===== src/rtl/bsr_scan_sequencer.sv =====
// Autonomous boundary-scan register master: runs one capture -> shift -> update
// cycle on the BSR pins and collects the shifted-out chain contents.
module bsr_scan_sequencer #(
  parameter int CHAIN_LEN = 8,
  parameter int CLK_DIV   = 2
) (
  input  logic                 clk,
  input  logic                 rst_n,
  input  logic                 start,
  input  logic                 abort,
  input  logic                 mode_in,
  input  logic [CHAIN_LEN-1:0] wr_data,
  output logic [CHAIN_LEN-1:0] rd_data,
  output logic                 busy,
  output logic                 done,
  output logic                 bsr_clk,
  output logic                 bsr_shift,
  output logic                 bsr_update,
  output logic                 bsr_mode,
  output logic                 bsr_tdi,
  input  logic                 bsr_tdo
);

  localparam int SLOT = 2 * CLK_DIV;
  localparam int PW   = $clog2(SLOT);
  localparam int BW   = (CHAIN_LEN > 1) ? $clog2(CHAIN_LEN) : 1;

  typedef enum logic [2:0] {
    IDLE    = 3'd0,
    CAPTURE = 3'd1,
    SHIFT   = 3'd2,
    UPDATE  = 3'd3,
    DONE    = 3'd4
  } state_t;

  state_t               state_q, state_d;
  logic [PW-1:0]        phase_q, phase_d;
  logic [BW-1:0]        bit_q, bit_d;
  logic [CHAIN_LEN-1:0] wr_q, wr_d;
  logic [CHAIN_LEN-1:0] rd_q, rd_d;
  logic                 mode_q, mode_d;
  logic                 clk_q, clk_d;
  logic                 shift_q, shift_d;
  logic                 update_q, update_d;
  logic                 tdi_q, tdi_d;
  logic                 slot_end;
  logic                 sample;
  logic [CHAIN_LEN:0]   rd_ins;
  logic [CHAIN_LEN-1:0] wr_sel;

  always_ff @(posedge clk or negedge rst_n) begin
    if (!rst_n) begin
      state_q  <= IDLE;
      phase_q  <= '0;
      bit_q    <= '0;
      wr_q     <= '0;
      rd_q     <= '0;
      mode_q   <= 1'b0;
      clk_q    <= 1'b0;
      shift_q  <= 1'b0;
      update_q <= 1'b0;
      tdi_q    <= 1'b0;
    end else begin
      state_q  <= state_d;
      phase_q  <= phase_d;
      bit_q    <= bit_d;
      wr_q     <= wr_d;
      rd_q     <= rd_d;
      mode_q   <= mode_d;
      clk_q    <= clk_d;
      shift_q  <= shift_d;
      update_q <= update_d;
      tdi_q    <= tdi_d;
    end
  end

  // Pin outputs are registered from next-state values so bsr_clk never glitches.
  always_comb begin
    state_d  = state_q;
    phase_d  = phase_q;
    bit_d    = bit_q;
    wr_d     = wr_q;
    rd_d     = rd_q;
    mode_d   = mode_q;
    slot_end = (phase_q == PW'(SLOT - 1));
    sample   = (phase_q == PW'(CLK_DIV - 1));
    rd_ins   = {bsr_tdo, rd_q};

    case (state_q)
      IDLE: begin
        if (start) begin
          state_d = CAPTURE;
          wr_d    = wr_data;
          mode_d  = mode_in;
          phase_d = '0;
          bit_d   = '0;
        end
      end
      CAPTURE: begin
        phase_d = slot_end ? '0 : phase_q + PW'(1);
        if (slot_end) state_d = SHIFT;
      end
      SHIFT: begin
        phase_d = slot_end ? '0 : phase_q + PW'(1);
        if (sample) rd_d = rd_ins[CHAIN_LEN:1];
        if (slot_end) begin
          if (bit_q == BW'(CHAIN_LEN - 1)) begin
            state_d = UPDATE;
            bit_d   = '0;
          end else begin
            bit_d = bit_q + BW'(1);
          end
        end
      end
      UPDATE: begin
        phase_d = slot_end ? '0 : phase_q + PW'(1);
        if (slot_end) state_d = DONE;
      end
      DONE: begin
        state_d = IDLE;
        phase_d = '0;
      end
      default: begin
        state_d = IDLE;
        phase_d = '0;
        bit_d   = '0;
      end
    endcase

    if (abort && (state_q == CAPTURE || state_q == SHIFT || state_q == UPDATE)) begin
      state_d = IDLE;
      phase_d = '0;
      bit_d   = '0;
    end

    wr_sel   = wr_d >> bit_d;
    clk_d    = ((state_d == CAPTURE) || (state_d == SHIFT)) && (phase_d >= PW'(CLK_DIV));
    shift_d  = (state_d == SHIFT);
    update_d = (state_d == UPDATE);
    tdi_d    = (state_d == SHIFT) && wr_sel[0];
  end

  assign rd_data    = rd_q;
  assign busy       = (state_q != IDLE);
  assign done       = (state_q == DONE);
  assign bsr_clk    = clk_q;
  assign bsr_shift  = shift_q;
  assign bsr_update = update_q;
  assign bsr_mode   = mode_q;
  assign bsr_tdi    = tdi_q;

endmodule


===== config.mk =====
export PLATFORM = sky130hd
export DESIGN_NAME = bsr_scan_sequencer
export DESIGN_NICKNAME = d
export VERILOG_FILES = /design/src/rtl/bsr_scan_sequencer.sv
export SDC_FILE = /design/constraint.sdc
export NUM_CORES = 1
export LEC_CHECK = 0
export CAP_MARGIN = 25
export CORE_ASPECT_RATIO = 0.6
export CORE_MARGIN = 3
export CORE_UTILIZATION = 55
export CTS_BUF_LIST = sky130_fd_sc_hd__clkbuf_4 sky130_fd_sc_hd__clkbuf_8
export DETAILED_ROUTE_END_ITERATION = 10
export DONT_BUFFER_PORTS = 1
export GPL_TIMING_DRIVEN = 0
export HOLD_SLACK_MARGIN = 0.1
export PLACE_DENSITY = 0.67
export SLEW_MARGIN = 20
export SYNTH_ARGS = -nofsm -noshare
export SYNTH_HDL_FRONTEND = slang
export SYNTH_SLANG_ARGS = --single-unit
export TNS_END_PERCENT = 10

===== constraint.sdc =====
create_clock -name clk -period 2.3 [get_ports clk]
set_input_delay 0.23 -clock clk [delete_from_list [all_inputs] [get_ports clk]]
set_output_delay 0.23 -clock clk [all_outputs]
set_load 0.005 [all_outputs]

; ---- Word-level counts from Yosys, hierarchy flattened
; Index checks and enable logic that the tools add are counted.
[word_totals]
regBits = 29
wordCells = 54
output_inout_bits = 15
input_bits = 14
[classes]
add_sub_neg = 2
reduce_logical = 12
order_cmp = 1
eq_ne = 10
mux = 18
n_shift = 1
[ops]
columns = cell, n
row1 = two-way mux 3 bit, 10
row2 = two-way mux 8 bit, 2
row3 = "== test 3 x 2 -> 1 bit, second input constant", 4
row4 = case mux 3 bit (4 select lines), 1
row5 = case mux 3 bit (3 select lines), 1
row6 = right shift 8 x 3 -> 1 bit, 1
row7 = "== test 3 x 1 -> 1 bit, second input constant", 2
row8 = "== test 3 bit, second input constant", 2
row9 = two-way mux 2 bit, 3
row10 = OR reduction 3 bit, 2
row11 = case mux 2 bit (2 select lines), 1
row12 = AND reduction 2 bit, 2
row13 = "adder 3 x 1 -> 3 bit, second input constant", 1
row14 = logical AND 1 bit, 3
row15 = logical NOT 3 bit, 1
row16 = logical OR 1 bit, 3
row17 = nonzero test 3 bit, 1
row18 = "adder 2 x 1 -> 2 bit, second input constant", 1
row19 = "== test 2 x 1 -> 1 bit, second input constant", 1
row20 = "== test 2 bit, second input constant", 1
row21 = "greater-or-equal comparator 2 bit, second input constant", 1

; ---- Logic depth before layout (Yosys ltp)
; Gate-level depths: netlist of run 1.
[logic_depth]
word_depth = 8
mapped_depth = 8

; ---- Worst setup path before layout of run 1
; OpenSTA, ideal clock, no wires.
[synth_timing]
kind = flip-flop to flip-flop
start = reg bit_q[0]
end = reg tdi_q, in the netlist bsr_tdi
arrival_ns = 1.931
slack_ns = 0.243
path_stages_with_launch = 9
path_buffers = 0
setup_ns = 0.126
path_cell_list = dfrtp_1 > ha_1 > ha_1 > nor2_1 > mux2i_1 > o32ai_4 > mux2_2 > a22oi_1 > a21boi_2
[synth_between]
elab_chain_cells = 7
elab_cells_between_ends = 14
cone_classes = add/sub (1) / eq/ne (2) / shift (1) / mux (9) / reduce/logical (1)
[synth_lines]
columns = item, line_no
row1 = from (decl), 38  ; logic [BW-1:0] bit_q, bit_d;
row2 = from (signal assigned), 66  ; bit_q <= bit_d;
row3 = adder 3 x 1 -> 3 bit or == test 3 bit (tied branches), "111, 107"
row4 = two-way mux 3 bit, 107  ; if (bit_q == BW'(CHAIN_LEN - 1)) begin
row5 = two-way mux 3 bit, 106  ; if (slot_end) begin
row6 = case mux 3 bit (3 select lines) (*), 89  ; case (state_q)
row7 = two-way mux 3 bit (*), 130  ; if (abort && (state_q == CAPTURE || state_q == SHIFT || state_q == UPDATE)) begin
row8 = named net bit_d[0], 38
row9 = right shift 8 x 3 -> 1 bit (*), 136  ; wr_sel = wr_d >> bit_d;
row10 = logical AND 1 bit (*), 140  ; tdi_d = (state_d == SHIFT) && wr_sel[0];
row11 = named net tdi_d, 45  ; logic tdi_q, tdi_d;
row12 = to (signal assigned), 73  ; tdi_q <= tdi_d;
row13 = to (decl), 45
; Mark *: on every way through the listed nets, which the timed path passes. The rest lies on a longest branch.
; A chain may end at the register's enable or synchronous reset.

; ---- Worst setup path in the final report of run 1
; Ends and elaborated chain as after synthesis.

==> results of run 1 <==
-- cells in the final DEF, fill, tap and decap left out, drive strengths merged --
master       synthesis  layout
a21boi               1       1
a21o                 1       1
a21oi                1       1
a221oi               2       2
a22o                 1       1
a22oi                4       4
a31oi                2       2
and2                 2       2
and3                 1       1
buf                  5       7
clkbuf               0       7
clkinv               0       1
dfrtp               29      29
dlygate4sd3          0       4
ha                   4       4
inv                  5       5
mux2                21      21
mux2i                1       1
nand2                4       4
nand2b               1       1
nand3                1       1
nor2                13      13
nor2b                3       3
nor3                 5       5
nor3b                4       4
o21a                 1       1
o22ai                1       1
o32ai                1       1
or2                  1       1
or3                  1       1
xor2                 1       1
-- stage by stage --
stage	worst slack, ps	area (µm²)
finish	114	1670
global route	17.5	1670
CTS	48.4	1660
detailed placement	62.8	1490
global placement	88.7	1490
floorplan	243	1460
-- path summary, 6_finish.rpt --
check | start | endpoint | slack, ps | depth (start not counted)
max | bit_q[0]$_DFF_PN0_ | bsr_tdi$_DFF_PN0_ | 110 | 8
min | wr_data[2] | wr_q[2]$_DFF_PN0_ | 120 | 1
max reg2reg | bit_q[0]$_DFF_PN0_ | bsr_tdi$_DFF_PN0_ | 110 | 8
min reg2reg | wr_q[1]$_DFF_PN0_ | wr_q[1]$_DFF_PN0_ | 500 | 1
max in group asynchronous | rst_n | rd_data[5]$_DFFE_PN0P_ | 1750 | 2
min in group asynchronous | rst_n | bsr_mode$_DFFE_PN0P_ | 380 | 2
-- sequential cells by signal, indices dropped and copies added, names as in the netlist --
signal / count
bsr_update: 1
rd_data: 8
bsr_mode: 1
bsr_tdi: 1
phase_q: 2
wr_q: 8
state_q: 3
bit_q: 3
bsr_clk: 1
bsr_shift: 1
-- layout make-up --
cell class,instances,area share
plain buffers,5,0.0225
clock buffers,7,0.0578
clock inverters,1,0.00300
inverters,5,0.0113
multi-input cells,78,0.407
flip-flops and latches,29,0.435
well taps,30,0.0225
repair buffers,6,0.0405
-- power by group --
part | internal (W) | switching (W) | total, W
logic | 0.000159 | 0.000166 | 0.000324
registers | 0.000604 | 0.0000436 | 0.000648
clock network | 0.000270 | 0.000180 | 0.000449
total | 0.00103 | 0.000389 | 0.00142
-- cell families after synthesis --
family | after synthesis | share of synthesized area
XOR/XNOR | 1 | 0.00601
AND/OR/NAND/NOR | 36 | 0.150
multiplexers | 22 | 0.169
buffers and inverters | 10 | 0.0387
flip-flops | 29 | 0.498
AO/OA/AOI/OAI | 15 | 0.103
adder cells (fa/ha/maj) | 4 | 0.0344
-- timing repair --
item / CTS / global route
hold endpoints to repair: 32 / 0
buffers inserted: 0 / 1
hold buffers: 5 / 0
endpoints found under the setup margin: 0 / 1
resized for setup: 0 / 1
-- routing by layer --
layer  global-route usage  part of all wire
met1                0.247              0.46
met2                0.268              0.43
met3               0.0727             0.090
met4               0.0662             0.011
met5                    0                 0
==> results.rst, run 1 <==
.. list-table::
   :header-rows: 1

   * - Metric
     - Value
   * - Crit path top cell by count
     - sky130_fd_sc_hd__ha_1
   * - Pin count of the biggest net entering global routing
     - 30
   * - Syn Inst Count
     - 117
   * - Max_cap viols
     - 0
   * - Average size of a mapped cell
     - 12.4 µm²
   * - Area growth, synth to finish
     - 14.5%
   * - Placed Cells
     - 147
   * - Die Width
     - 72.4 µm
   * - Count of unique library cells instantiated by Yosys
     - 35
   * - Post-Route WL
     - 2590 µm
   * - Drt via density
     - 5.66
   * - Result of the run
     - completed
   * - Number of buffers and inverters on the critical path
     - 0
   * - Share of the cycle needed by the critical path after routing
     - 0.950
   * - Clock tree root driver cell
     - sky130_fd_sc_hd__clkbuf_8
   * - Cell class contributing the biggest share of worst-path delay
     - compound AO/OA/AOI/OAI gates
   * - Final setup violating endpoints
     - 0
   * - Net Count, Synth
     - 135
   * - Max-slew headroom at the worst pin
     - 0.675
   * - Number of synthesized register bits
     - 29
   * - Worst-margin pin slew
     - 487 ps
   * - Highest cell delay on the worst timing path
     - 410 ps
   * - Area of the placeable core
     - 0.00233 mm²
   * - Predominant post-synthesis flop cell
     - sky130_fd_sc_hd__dfrtp_1
   * - Largest cells by area after synthesis
     - sky130_fd_sc_hd__dfrtp_1 50%, sky130_fd_sc_hd__mux2_2 15%, sky130_fd_sc_hd__ha_1 3.4%
   * - Clock insertion delay at the later pin of the skew report
     - 280 ps
   * - Share of async-settable or async-resettable flops after synthesis
     - 1.00
   * - Total number of vias
     - 912
   * - TritonCTS clock tree
     - done
   * - Number of flops mapped to enable cells by yosys
     - 0
   * - Share of cells above drive strength 1
     - 0.359
   * - Post-synthesis instance area
     - 0.00146 mm²
   * - Vertical die dimension
     - 45.9 µm
   * - Final-report hold violation count
     - 0
   * - Layout Nets
     - 148
   * - Worst min-delay path class
     - in2reg
   * - Total congestion overflow
     - 0
   * - Most numerous cell in the Yosys netlist
     - sky130_fd_sc_hd__dfrtp_1
   * - Diodes inserted
     - 0
   * - Total of buffers placed on input and output ports
     - 0
   * - Type of origin of the critical path
     - flop
   * - Drt wl/cell
     - 16.1 µm
   * - Data arrival time at the worst-slack endpoint
     - 2350 ps
   * - Endpoint type of the worst setup path
     - flop
   * - GR Util All Layers
     - 0.183
   * - Rows
     - 13
   * - Pins over their slew limit
     - 0
   * - Startpoint-to-endpoint class of the critical path
     - reg2reg
   * - Area occupied by multi-input gates
     - 679 µm²
   * - Final hold slack
     - 119 ps
   * - Number of buffers between clock root and the deepest sink
     - 2
   * - Initial DRT Pass Iterations
     - 4
   * - Worst Skew
     - 4.48 ps
   * - Fmax
     - 457 MHz
   * - Initial drt markers
     - 68
   * - Static Leakage
     - 0.749 nW
   * - Register cell area after layout
     - 726 µm²
   * - Clock buffer count from CTS
     - 5
   * - Sinks on Clock Net
     - 29
   * - Post-layout min period
     - 2190 ps
   * - Count of yosys warnings during synthesis
     - 0
   * - Most common library cells after synthesis
     - 29 x sky130_fd_sc_hd__dfrtp_1, 20 x sky130_fd_sc_hd__mux2_2, 10 x sky130_fd_sc_hd__nor2_1
   * - Wire length of the first global-routing pass
     - 4400 µm
   * - Data required, critical path
     - 2460 ps
   * - Clock edge transition at the registers on the reported setup and hold paths
     - 60 ps
   * - Core utilization of the finished layout
     - 0.717
   * - HPWL reported at the end of detailed placement
     - 1890 µm
   * - Critical path peak fanout
     - 5
   * - Initial antenna violation count
     - 0
   * - Portion of synthesized cell area occupied by the leading cell type
     - 0.498
   * - H-tree levels
     - 2
   * - P per Cell Area
     - 852 mW/mm²
   * - Slowest cell on the critical path
     - sky130_fd_sc_hd__dfrtp_1
   * - I/O pins
     - 29
   * - Number of standard cells in the final layout excluding fillers
     - 161
   * - Sequential element share of the synthesized area
     - 0.498
   * - Final Power
     - 0.00142 W
   * - Cells traversed along the worst timing path
     - ha_1, ha_1, nor2_1, mux2i_1, o32ai_4, mux2_1, a22oi_2, a21boi_2
   * - Number of antenna-violating nets in the routed design
     - 0
   * - Area of the die
     - 0.00332 mm²
   * - Final weighted congestion of routability-driven global placement
     - 0.811
   * - Number of global-route vias before repair
     - 904
   * - RSZ-0062 raised after global routing
     - no
   * - Worst vdd ir
     - 0.456 mV
   * - Cell type with the largest total area after synthesis
     - sky130_fd_sc_hd__dfrtp_1
   * - Post-Route Setup TNS
     - 0 ps
   * - Starting density of the core
     - 0.626
   * - Fillers
     - 168
   * - DRC violation count after routing
     - 0
(Power assumes the default switching activity.)
==> run 2, diff against run 1 <==
--- a/config.mk
+++ b/config.mk
@@ -5,6 +5,7 @@
 export SDC_FILE = /design/constraint.sdc
 export NUM_CORES = 1
 export LEC_CHECK = 0
+export ABC_CLOCK_PERIOD_IN_PS = 2300
 export CAP_MARGIN = 25
 export CORE_ASPECT_RATIO = 0.6
 export CORE_MARGIN = 3
@@ -15,6 +16,7 @@
 export GPL_TIMING_DRIVEN = 0
 export HOLD_SLACK_MARGIN = 0.1
 export PLACE_DENSITY = 0.67
+export RECOVER_POWER = 25
 export SLEW_MARGIN = 20
 export SYNTH_ARGS = -nofsm -noshare
 export SYNTH_HDL_FRONTEND = slang
==> results.rst, run 2 (synthesis gave the netlist of run 1 again) <==
.. list-table::
   :header-rows: 1

   * - Metric
     - Value
   * - Result of the run
     - finished with violations
   * - Violations in the final reports
     - capacitance limit, slew limit
   * - FF-to-FF setup slack
     - 120 ps
   * - Post-Route WL
     - 2610 µm
   * - Max-slew headroom at the worst pin
     - -0.00533
   * - I/O pins
     - 29
   * - Worst vdd ir
     - 0.456 mV
   * - Data arrival time at the worst-slack endpoint
     - 2340 ps
   * - Clock edge transition at the registers on the reported setup and hold paths
     - 60 ps
   * - Highest cell delay on the worst timing path
     - 410 ps
   * - Number of antenna-violating nets in the routed design
     - 0
   * - Worst-margin pin slew
     - 1510 ps
   * - Clock tree root driver cell
     - sky130_fd_sc_hd__clkbuf_8
   * - Pins over their slew limit
     - 30
   * - Post-Route Setup TNS
     - 0 ps
   * - Drt via density
     - 5.75
   * - Vertical die dimension
     - 45.9 µm
   * - Leading cell type in the layout, fill and taps excluded
     - sky130_fd_sc_hd__dfrtp_1
   * - Total number of vias
     - 926
   * - Wire length of the first global-routing pass
     - 4400 µm
   * - Starting density of the core
     - 0.626
   * - TritonCTS clock tree
     - done
   * - Area of the die
     - 0.00332 mm²
   * - Type of origin of the critical path
     - flop
   * - Post-layout min period
     - 2180 ps
   * - GR Util All Layers
     - 0.183
   * - Pin count of the biggest net entering global routing
     - 30
   * - Final weighted congestion of routability-driven global placement
     - 0.811
   * - Final-report hold violation count
     - 0
   * - Static Leakage
     - 0.741 nW
   * - Core utilization of the finished layout
     - 0.710
   * - Number of buffers between clock root and the deepest sink
     - 2
   * - Most frequent cells in the layout
     - 29 x sky130_fd_sc_hd__dfrtp_1, 20 x sky130_fd_sc_hd__mux2_2, 10 x sky130_fd_sc_hd__nor2_1
   * - Slowest cell on the critical path
     - sky130_fd_sc_hd__dfrtp_1
   * - Worst Skew
     - 4.52 ps
   * - H-tree levels
     - 2
   * - HPWL reported at the end of detailed placement
     - 1890 µm
   * - Initial antenna violation count
     - 0
   * - Total congestion overflow
     - 0
   * - Cells traversed along the worst timing path
     - ha_1, ha_1, nor2_1, mux2i_1, o32ai_4, mux2_1, a22oi_2, a21boi_2
   * - Diodes inserted
     - 0
   * - Area growth, synth to finish
     - 13.4%
   * - Endpoint type of the worst setup path
     - flop
   * - Share of the cycle needed by the critical path after routing
     - 0.950
   * - DRC violation count after routing
     - 0
   * - Critical path peak fanout
     - 5
   * - Die Width
     - 72.4 µm
   * - Number of buffers and inverters on the critical path
     - 0
   * - RSZ-0062 raised after global routing
     - no
   * - Fmax
     - 458 MHz
   * - Area of the placeable core
     - 0.00233 mm²
   * - Crit path top cell by count
     - sky130_fd_sc_hd__ha_1
   * - Sinks on Clock Net
     - 29
   * - Worst min-delay path class
     - in2reg
   * - Data required, critical path
     - 2460 ps
   * - Cell class contributing the biggest share of worst-path delay
     - compound AO/OA/AOI/OAI gates
   * - Clock buffer count from CTS
     - 5
   * - Initial DRT Pass Iterations
     - 5
   * - Final setup violating endpoints
     - 0
   * - Rows
     - 13
   * - Clock insertion delay at the later pin of the skew report
     - 280 ps
   * - Fillers
     - 171
   * - Max_cap viols
     - 1
   * - P per Cell Area
     - 859 mW/mm²
   * - Share of cells above drive strength 1
     - 0.351
   * - Drt wl/cell
     - 16.2 µm
   * - Initial drt markers
     - 51
   * - Startpoint-to-endpoint class of the critical path
     - reg2reg
   * - Total of buffers placed on input and output ports
     - 0
   * - Number of global-route vias before repair
     - 904
   * - Layout Nets
     - 148
## run 2: cell count changes in the layout (fill, tap and decap cells not counted)
cell,delta
sky130_fd_sc_hd__buf_12,-1
sky130_fd_sc_hd__clkbuf_1,+1
## run 2: what timing repair did
action                     4_1_cts  5_1_grt
hold buffers                     5        0
buffers inserted                 0        1
setup endpoints to repair        0        1
hold endpoints to repair        32        0
gates resized for setup          0        1
## run 2: path summary, 6_finish.rpt
path,from,to,cells past startpoint
setup reg to reg,bit_q[0]$_DFF_PN0_,bsr_tdi$_DFF_PN0_,8
hold reg to reg,wr_q[1]$_DFF_PN0_,wr_q[1]$_DFF_PN0_,1
min in group asynchronous,rst_n,bsr_mode$_DFFE_PN0P_,2
max in group asynchronous,rst_n,rd_data[0]$_DFFE_PN0P_,2
hold / removal,wr_data[2],wr_q[2]$_DFF_PN0_,1
setup / recovery,bit_q[0]$_DFF_PN0_,bsr_tdi$_DFF_PN0_,8
## run 2: area by class of cell
| class | count | area (µm²) | share of cell area |
|---|---|---|---|
| timing repair buffer | 6 | 51.3 | 0.0311 |
| tap | 30 | 37.5 | 0.0227 |
| multi-input combinational | 78 | 679 | 0.411 |
| clock buffer | 7 | 96.3 | 0.0583 |
| buffer | 5 | 37.5 | 0.0227 |
| inverter | 5 | 18.8 | 0.0114 |
| clock inverter | 1 | 5.00 | 0.00303 |
| sequential | 29 | 726 | 0.439 |
## run 2: metal layers
| metal | track usage | vias up | wire (µm) |
|---|---|---|---|
| met4 | 0.0662 | 0 | 29 |
| met5 | 0 | - | 0 |
| met2 | 0.268 | 40 | 1140 |
| met1 | 0.247 | 444 | 1220 |
| met3 | 0.0727 | 4 | 229 |
| li1 | - | 438 | - |
## run 2: per-stage QoR
stage          area, µm²  hold slack (ps)  worst slack, ps  power, W  cells
5_1_grt             1650              109             17.5   0.00151    161
6_report            1650              118              116   0.00142    161
3_3_place_gp        1490            -64.9             88.7  0.000945    147
3_5_place_dp        1490            -65.0             62.8  0.000960    147
2_1_floorplan       1460            -65.6              243  0.000902    117
4_1_cts             1660              110             48.4   0.00144    160
## run 2: power breakdown
| group | total, W | switching, W | internal, W |
|---|---|---|---|
| clock | 0.000450 | 0.000180 | 0.000270 |
| combinational | 0.000322 | 0.000166 | 0.000155 |
| sequential | 0.000648 | 0.0000434 | 0.000604 |
==> run 3, diff against run 2 <==
--- a/config.mk
+++ b/config.mk
@@ -15,7 +15,7 @@
 export DONT_BUFFER_PORTS = 1
 export GPL_TIMING_DRIVEN = 0
 export HOLD_SLACK_MARGIN = 0.1
-export PLACE_DENSITY = 0.67
+export PLACE_DENSITY_LB_ADDON = 0.1
 export RECOVER_POWER = 25
 export SLEW_MARGIN = 20
 export SYNTH_ARGS = -nofsm -noshare
==> results.rst, run 3 (synthesis gave the netlist of run 1 again) <==
.. list-table::
   :header-rows: 1

   * - Metric
     - Value
   * - Sinks on Clock Net
     - 29
   * - Pins over their slew limit
     - 30
   * - Worst-margin pin slew
     - 1530 ps
   * - Fillers
     - 163
   * - Diodes inserted
     - 0
   * - Capturing point of the worst reg2reg path
     - bsr_tdi$_DFF_PN0_
   * - Hold Path Origin
     - mode_in
   * - I/O pins
     - 29
   * - Total number of vias
     - 921
   * - Post-Route Setup TNS
     - 0 ps
   * - Min-Delay Endpoint
     - bsr_mode$_DFFE_PN0P_
   * - Number of buffers and inverters on the critical path
     - 1
   * - Startpoint-to-endpoint class of the critical path
     - reg2reg
   * - Cell class contributing the biggest share of worst-path delay
     - multiplexers
   * - Worst min-delay path class
     - in2reg
   * - Placed Cells
     - 147
   * - Data arrival time at the worst-slack endpoint
     - 2330 ps
   * - Die Width
     - 72.4 µm
   * - Number of standard cells in the final layout excluding fillers
     - 158
   * - Initial DRT Pass Iterations
     - 5
   * - Final weighted congestion of routability-driven global placement
     - 0.802
   * - Max-slew headroom at the worst pin
     - -0.0209
   * - Critical path peak fanout
     - 9
   * - Result of the run
     - finished with violations
   * - Total of buffers placed on input and output ports
     - 0
   * - Sequential share of power
     - 0.463
   * - Endpoint type of the worst setup path
     - flop
   * - Rows
     - 13
   * - Clock network fraction of total power
     - 0.299
   * - Share of the cycle needed by the critical path after routing
     - 0.945
   * - Number of global-route vias before repair
     - 915
   * - Placed Area
     - 0.00149 mm²
   * - RSZ-0062 raised after global routing
     - no
   * - Highest cell delay on the worst timing path
     - 400 ps
   * - Area of the placeable core
     - 0.00233 mm²
   * - Data required, critical path
     - 2460 ps
   * - Final hold slack
     - 111 ps
   * - Pin count of the biggest net entering global routing
     - 30
   * - Area of the die
     - 0.00332 mm²
   * - Net Sw Power
     - 0.000380 W
   * - Vertical die dimension
     - 45.9 µm
   * - Beginning of the worst register-to-register path
     - state_q[1]$_DFF_PN0_
   * - Cell count of the worst reg-to-reg path
     - 7
   * - Number of antenna-violating nets in the routed design
     - 0
   * - Initial antenna violation count
     - 0
   * - Worst vdd ir
     - 0.461 mV
   * - Fraction of power spent switching nets
     - 0.272
   * - FF-to-FF setup slack
     - 130 ps
   * - P per Cell Area
     - 856 mW/mm²
   * - Starting density of the core
     - 0.626
   * - DRC violation count after routing
     - 0
   * - Leading cell type in the layout, fill and taps excluded
     - sky130_fd_sc_hd__dfrtp_1
   * - Cell-internal power
     - 0.00102 W
   * - Static Leakage
     - 0.729 nW
   * - Clock buffer count from CTS
     - 5
   * - Share of cells above drive strength 1
     - 0.367
   * - Max_cap viols
     - 1
   * - Post-Route WL
     - 2600 µm
   * - Worst Skew
     - 5.45 ps
   * - Cells traversed along the worst timing path
     - buf_6, or3_4, nor2_8, mux2_2, mux2_4, a22oi_2, a21boi_2
   * - Post-layout min period
     - 2170 ps
   * - Drt via density
     - 5.83
   * - Clock tree root driver cell
     - sky130_fd_sc_hd__clkbuf_8
   * - Wire length of the first global-routing pass
     - 4240 µm
   * - H-tree levels
     - 2
   * - Register cell area after layout
     - 726 µm²
   * - Fmax
     - 460 MHz
   * - Most frequent cells in the layout
     - 29 x sky130_fd_sc_hd__dfrtp_1, 19 x sky130_fd_sc_hd__mux2_2, 10 x sky130_fd_sc_hd__nor2_1
   * - TritonCTS clock tree
     - done
   * - Layout Nets
     - 146
   * - Slowest cell on the critical path
     - sky130_fd_sc_hd__or3_4
   * - Number of cells on the worst hold path
     - 1
   * - Type of origin of the critical path
     - flop
   * - Area growth, synth to finish
     - 11.9%
   * - Combinational fraction of design power
     - 0.237
   * - Total congestion overflow
     - 0
   * - Violations in the final reports
     - capacitance limit, slew limit
   * - Drt wl/cell
     - 16.5 µm
   * - HPWL reported at the end of detailed placement
     - 1890 µm
   * - Final-report hold violation count
     - 0
   * - GR Util All Layers
     - 0.179
   * - Area occupied by multi-input gates
     - 689 µm²
   * - Area of all placed cells without fillers
     - 0.00163 mm²
   * - Initial drt markers
     - 31
   * - Clock edge transition at the registers on the reported setup and hold paths
     - 60 ps
   * - Final setup violating endpoints
     - 0
   * - Number of buffers between clock root and the deepest sink
     - 2
   * - Clock insertion delay at the later pin of the skew report
     - 270 ps
[run 3: power groups by stage]
| stage | logic [W] | registers (W) | clock network (W) |
|---|---|---|---|
| after floorplan | 0.000258 | 0.000644 | 0 |
| after global placement | 0.000294 | 0.000649 | 0 |
| after detailed placement | 0.000304 | 0.000656 | 0 |
| after CTS | 0.000324 | 0.000648 | 0.000431 |
| after global routing | 0.000364 | 0.000657 | 0.000456 |
| final | 0.000331 | 0.000647 | 0.000418 |
[run 3: per-layer routing]
layer | global-route usage | routed length, µm | vias to the layer above
li1 | - | - | 436
met1 | 0.202 | 1140 | 453
met2 | 0.300 | 1260 | 30
met3 | 0.0815 | 186 | 2
met4 | 0.0772 | 17 | 0
met5 | 0 | 0 | -
[run 3: timing repair]
item                       in CTS  in global routing
resized for setup               0                  4
setup buffers                   0                  1
hold buffers                    3                  0
setup endpoints to repair       0                  1
hold endpoints to repair       30                  0
[run 3: metrics by stage]
stage                     total power (W)   util  worst slack, ps
after floorplan                  0.000902      -              243
final                             0.00140  0.701              126
after global placement           0.000943  0.642             89.9
after CTS                         0.00140  0.698             45.1
after detailed placement         0.000961  0.642             57.5
after global routing              0.00148  0.701             18.8
[run 3: cell type report]
type,instances,share of cell area
Multi-Input combinational cell,78,0.423
Sequential cell,29,0.445
Tap cell,30,0.0230
Buffer,5,0.0230
Timing Repair Buffer,4,0.0192
Inverter,5,0.0115
Clock buffer,7,0.0553
[run 3: how the worst max path moves through the flow]
stage,slack [ps],startpoint,cells past startpoint,to
finish,130,state_q[1]$_DFF_PN0_,7,bsr_tdi$_DFF_PN0_
global route,20,bit_q[0]$_DFF_PN0_,8,bsr_tdi$_DFF_PN0_
CTS,50,bit_q[0]$_DFF_PN0_,8,bsr_tdi$_DFF_PN0_
detailed placement,60,bit_q[0]$_DFF_PN0_,8,bsr_tdi$_DFF_PN0_
global placement,90,bit_q[0]$_DFF_PN0_,8,bsr_tdi$_DFF_PN0_
floorplan,240,bit_q[0]$_DFF_PN0_,8,bsr_tdi$_DFF_PN0_
[run 3: worst reg2reg max path, stage by stage, from the launching register on]
cell                       delay (ps)
sky130_fd_sc_hd__dfrtp_1          390
sky130_fd_sc_hd__buf_6            140
sky130_fd_sc_hd__or3_4            410
sky130_fd_sc_hd__nor2_8           180
sky130_fd_sc_hd__mux2_2           370
sky130_fd_sc_hd__mux2_4           280
sky130_fd_sc_hd__a22oi_2          230
sky130_fd_sc_hd__a21boi_2          70
